## src/rtl/conv_sequencer.sv

```systemverilog
// ----------------------------------------------------------------------------
// conv_sequencer
//   Row sequencer for a row-at-a-time convolution datapath. A frame either
//   loads M_LEN kernel rows first or reuses the kernel already held in the
//   datapath. It then streams IMG_ROWS image rows. The first M_LEN image rows
//   prime the sliding window. After that, every image row produces one
//   registered result, which is held until the consumer accepts it. At most
//   one image row is in flight at any time.
//
// Ports
//   i_clk, i_reset          clock; synchronous active-high reset
//   i_start, i_keep_kernel  frame request (IDLE only); 1 = reuse stored kernel
//   i_row_valid/o_row_ready upstream row handshake, i_row_data pixel 0 in LSBs
//   o_conv_valid            one datapath issue per row handshake
//   o_conv_selecK_I         0 = kernel row, 1 = image row
//   o_conv_data0..2         row pixels 0..2 to the datapath
//   i_conv_result           datapath sum, sampled two cycles after issue
//   o_result/_valid/_last   held result, valid, last-of-frame flag
//   i_result_ready          result consumer ready
//   o_busy, o_done          not-IDLE flag, one-cycle end-of-frame pulse
// ----------------------------------------------------------------------------
module conv_sequencer #(
  parameter int BIT_LEN  = 8,
  parameter int M_LEN    = 3,
  parameter int CONV_LEN = 20,
  parameter int IMG_ROWS = 8
) (
  input  logic                       i_clk,
  input  logic                       i_reset,
  input  logic                       i_start,
  input  logic                       i_keep_kernel,
  input  logic                       i_row_valid,
  output logic                       o_row_ready,
  input  logic [BIT_LEN*M_LEN-1:0]   i_row_data,
  output logic                       o_conv_valid,
  output logic                       o_conv_selecK_I,
  output logic [BIT_LEN-1:0]         o_conv_data0,
  output logic [BIT_LEN-1:0]         o_conv_data1,
  output logic [BIT_LEN-1:0]         o_conv_data2,
  input  logic [CONV_LEN-1:0]        i_conv_result,
  output logic [CONV_LEN-1:0]        o_result,
  output logic                       o_result_valid,
  input  logic                       i_result_ready,
  output logic                       o_result_last,
  output logic                       o_busy,
  output logic                       o_done
);

  localparam logic [2:0] IDLE   = 3'd0;
  localparam logic [2:0] LOAD_K = 3'd1;
  localparam logic [2:0] LOAD_I = 3'd2;
  localparam logic [2:0] WAIT1  = 3'd3;
  localparam logic [2:0] WAIT2  = 3'd4;
  localparam logic [2:0] OUT    = 3'd5;
  localparam logic [2:0] DONE   = 3'd6;

  // Counters can reach their full limit (M_LEN, IMG_ROWS) without wrapping.
  localparam int K_CNT_W   = $clog2(M_LEN + 1);
  localparam int IMG_CNT_W = $clog2(IMG_ROWS + 1);

  logic [2:0]            state_reg, state_next;
  logic [K_CNT_W-1:0]    k_cnt_reg, k_cnt_next;
  logic [IMG_CNT_W-1:0]  img_cnt_reg, img_cnt_next;
  logic [CONV_LEN-1:0]   result_reg, result_next;
  logic                  row_hs;
  logic [BIT_LEN-1:0]    pix [3];

  // Split the row into datapath pixels. Lanes beyond M_LEN are tied to zero.
  for (genvar gi = 0; gi < 3; gi++) begin : g_pix
    if (gi < M_LEN) begin : g_used
      assign pix[gi] = i_row_data[gi*BIT_LEN +: BIT_LEN];
    end else begin : g_unused
      assign pix[gi] = '0;
    end
  end

  assign o_row_ready     = (state_reg == LOAD_K) || (state_reg == LOAD_I);
  assign row_hs          = i_row_valid & o_row_ready;
  assign o_conv_valid    = row_hs;
  assign o_conv_selecK_I = (state_reg == LOAD_I);
  assign o_conv_data0    = pix[0];
  assign o_conv_data1    = pix[1];
  assign o_conv_data2    = pix[2];

  assign o_result        = result_reg;
  assign o_result_valid  = (state_reg == OUT);
  // The image count stays fixed while in OUT, so the last flag is stable
  // for as long as the result is held.
  assign o_result_last   = (state_reg == OUT) &&
                           (img_cnt_reg == IMG_CNT_W'(IMG_ROWS));
  assign o_busy          = (state_reg != IDLE);
  assign o_done          = (state_reg == DONE);

  always_comb begin
    state_next   = state_reg;
    k_cnt_next   = k_cnt_reg;
    img_cnt_next = img_cnt_reg;
    result_next  = result_reg;
    case (state_reg)
      IDLE: begin
        if (i_start) begin
          k_cnt_next   = '0;
          img_cnt_next = '0;
          state_next   = i_keep_kernel ? LOAD_I : LOAD_K;
        end
      end
      LOAD_K: begin
        if (row_hs) begin
          k_cnt_next = k_cnt_reg + 1'b1;
          if (k_cnt_reg == K_CNT_W'(M_LEN - 1)) begin
            state_next = LOAD_I;
          end
        end
      end
      LOAD_I: begin
        if (row_hs) begin
          img_cnt_next = img_cnt_reg + 1'b1;
          // Once the window is primed, every image row yields a result.
          if (img_cnt_reg >= IMG_CNT_W'(M_LEN - 1)) begin
            state_next = WAIT1;
          end
        end
      end
      WAIT1: state_next = WAIT2;
      WAIT2: begin
        result_next = i_conv_result;
        state_next  = OUT;
      end
      OUT: begin
        if (i_result_ready) begin
          state_next = (img_cnt_reg == IMG_CNT_W'(IMG_ROWS)) ? DONE : LOAD_I;
        end
      end
      DONE:    state_next = IDLE;
      default: state_next = IDLE;
    endcase
  end

  always_ff @(posedge i_clk) begin
    if (i_reset) begin
      state_reg   <= IDLE;
      k_cnt_reg   <= '0;
      img_cnt_reg <= '0;
      result_reg  <= '0;
    end else begin
      state_reg   <= state_next;
      k_cnt_reg   <= k_cnt_next;
      img_cnt_reg <= img_cnt_next;
      result_reg  <= result_next;
    end
  end

endmodule

```

## config.mk

```make
export PLATFORM = sky130hd
export DESIGN_NAME = conv_sequencer
export DESIGN_NICKNAME = d
export VERILOG_FILES = /design/src/rtl/conv_sequencer.sv
export SDC_FILE = /design/constraint.sdc
export NUM_CORES = 1
export LEC_CHECK = 0
export ABC_AREA = 1
export BUFFER_PORTS_ARGS = -buffer_cell sky130_fd_sc_hd__buf_2
export CAP_MARGIN = 20
export CORE_MARGIN = 2
export CORE_UTILIZATION = 30
export DETAILED_ROUTE_END_ITERATION = 7
export GPL_TIMING_DRIVEN = 0
export PLACE_DENSITY = 0.7
export SLEW_MARGIN = 15
export SYNTH_ARGS = -nofsm -noshare
export SYNTH_HDL_FRONTEND = slang
export SYNTH_SLANG_ARGS = --single-unit
```

## constraint.sdc

```tcl
create_clock -name i_clk -period 1.7 [get_ports i_clk]
set_input_delay 0.34 -clock i_clk [delete_from_list [all_inputs] [get_ports i_clk]]
set_output_delay 0.34 -clock i_clk [all_outputs]
set_load 0.02 [all_outputs]
```

==> flow_summary.json <==
{
  "synth.yosys.warnings": 0,
  "slew_headroom": 0.777,
  "multi_input_area_um2": 691,
  "wl_per_cell_um": 9.74,
  "gp_congestion": 0.881,
  "hold_violations": 0,
  "hold_path_class": "in2reg",
  "max_freq_ghz": 0.629,
  "diodes": 0,
  "cts_buffer_depth": 2,
  "cts_inserted_buffers": 5,
  "fin_crit_sh": 0.935,
  "clock_sinks": 29,
  "synth_ff_type": "dfxtp_1",
  "drtIter0Drc": 31,
  "die_h_um": 76.3,
  "cts_tree": "yes",
  "routed_wl_mm": 3.67,
  "grt_first_pass_wirelength_mm": 5.98,
  "drv_slew": 0,
  "grt_pass1_vias": 1395,
  "worstPathArrival_ps": 1250,
  "cap_violations": 0,
  "die-area_um2": 5820,
  "io_pins": 101,
  "worstSetupPathType": "reg2out",
  "synth-compound-area-share": 0.111,
  "cp.required_ps": 1360,
  "finClkSkew_ps": 7.62,
  "viasPerCell": 4.28,
  "syn-cell-area_um2": 1570,
  "synthArstFlopShare": 0,
  "endpoint_kind": "output pin",
  "vias": 1613,
  "rsz0062_at_grt": "false",
  "ys_seq_elements": 29,
  "avgSynthCellArea_um2": 7.06,
  "clkTransAtPathRegs_ps": 60,
  "drive_gt1_frac": 0.427,
  "cp-start-kind": "flip-flop",
  "final_util": 0.420,
  "grt_use_met1": 0.149,
  "yosysSeqAreaShare": 0.370,
  "seq_power_share": 0.314,
  "rows": 26,
  "start_util": 0.309,
  "nets": 360,
  "root_buffer": "clkbuf_8",
  "synth_xor_area_frac": 0.0112,
  "power.density_nw_per_um2": 1410,
  "cellLeakagePower_nw": 1.18,
  "grtUsageTotal": 0.124,
  "synth_cells": 222,
  "synth_edf_count": 0,
  "pwr-share-comb": 0.509,
  "syn2layout_area_growth_pct": 36.0,
  "synth_top_family_by_area": "simple AND/OR/NAND/NOR gates",
  "grt_max_degree": 11,
  "htree_levels": 2,
  "antenna_found_initial": 0,
  "num-fill-cells": 536,
  "switching_power_mw": 1.32,
  "drtPass1Iterations": 4,
  "vdd_drop_max_mv": 0.618,
  "setup_viol": 0,
  "status": "complete, no violations",
  "use_met2": 0.198,
  "yosysUniqueCellTypes": 25,
  "largest_reg_flops": 20,
  "dp.final_hpwl_mm": 2.79,
  "port_buffers": 76,
  "synth_adder_area_share": 0.0319,
  "netSwitchingFraction": 0.438,
  "final.setup.tns_ps": 0,
  "clk-insertion-delay-late_ps": 280,
  "path_max_fanout": 5,
  "grt-ovfl-total": 0,
  "internal_power_mw": 1.69,
  "use_met3": 0.0498,
  "gr-max-usage-layer": "met2",
  "final-seq-area_um2": 581,
  "ant_nets": 0,
  "syn_nets": 276,
  "die_w_um": 76.3,
  "synthMuxAreaShare": 0,
  "yosys.area_share.simple": 0.284,
  "power_frac_clock": 0.177,
  "worst_slew_pin_slew_ps": 334,
  "core_um2": 5070,
  "drc": 0,
  "min_period_ps": 1590
}
-- kinds of logic after synthesis --
kind of cell             Yosys count
adder cells (fa/ha/maj)            4
buffers and inverters             50
AND/OR/NAND/NOR                  103
XOR/XNOR                           2
flip-flops                        29
AO/OA/AOI/OAI                     34
-- per-stage QoR --
stage          worst slack (ps)  hold slack [ps]  instance area (um2)  std cells  power, mW
4_1_cts                    48.8              270                 2120        376       3.03
3_5_place_dp                317              445                 2040        368       2.47
3_3_place_gp                343              439                 2040        368       2.45
6_report                    111              281                 2130        377       3.02
2_1_floorplan               350              407                 1570        222       2.07
5_1_grt                    14.5              275                 2130        377       3.28
-- metal layers --
metal  wire [um]  part of all wire
met2        1610              0.44
met3         343             0.093
met1        1650              0.45
met4          63             0.017
met5           0                 0
-- cell usage after synthesis (2+ instances only) --
cell type / n / share of area
buf_6: 2 / 0.014
buf_2: 5 / 0.016
ha_1: 4 / 0.032
nor2_1: 61 / 0.15
o21ai_0: 23 / 0.073
xor2_1: 2 / 0.011
buf_4: 24 / 0.11
nand2_1: 21 / 0.050
nand3_1: 9 / 0.029
nand3_2: 2 / 0.013
a21oi_1: 8 / 0.026
dfxtp_1: 29 / 0.37
nor2_2: 4 / 0.016
inv_2: 4 / 0.0096
nand2_2: 2 / 0.0080
inv_1: 13 / 0.031
-- path summary, 6_finish.rpt --
| path | start | to | slack [ps] | depth (start not counted) |
|---|---|---|---|---|
| worst max-delay path | img_cnt_reg[0] | o_result_last | 110 | 5 |
| worst min-delay path | i_conv_result[16] | o_result[16] | 280 | 3 |
| worst max register to register | state_reg[0] | state_reg[0] | 260 | 8 |
| worst min register to register | k_cnt_reg[1] | k_cnt_reg[1] | 450 | 2 |
-- critical path, cell delays in order (launching register included) --
cell     delay, ps
dfxtp_1        390
inv_1           80
ha_1           190
nand3_1        110
nor2_1          50
buf_2          150
-- cell usage in the layout, fill, tap and decap left out, types with 4 or more instances in the layout --
cell type  count
buf_2         80
nor2_1        61
dfxtp_1       29
buf_4         26
o21ai_0       23
nand2_1       21
inv_1         13
nand3_1        9
a21oi_1        7
clkbuf_8       5
nor2_2         4
inv_2          4
ha_1           4
-- repair_timing --
item	in CTS	in global routing
setup buffers	0	1
hold buffers	0	0
resized for setup	0	2
endpoints found under the setup margin	0	1
-- power groups by stage --
| stage | combinational (mW) | sequential (mW) | clock (mW) |
|---|---|---|---|
| 2_1_floorplan | 0.973 | 1.10 | 0 |
| 3_3_place_gp | 1.50 | 0.955 | 0 |
| 3_5_place_dp | 1.52 | 0.956 | 0 |
| 4_1_cts | 1.52 | 0.947 | 0.559 |
| 5_1_grt | 1.71 | 0.967 | 0.594 |
| 6_report | 1.54 | 0.946 | 0.535 |
-- layout make-up --
class                           count  area share
Multi-Input combinational cell    143       0.324
Sequential cell                    29       0.272
Timing Repair Buffer               77       0.183
Buffer                             32       0.109
Tap cell                           70      0.0411
Clock buffer                        6      0.0340
Inverter                           18      0.0323
Clock inverter                      2     0.00469
(Power assumes the default switching activity.)
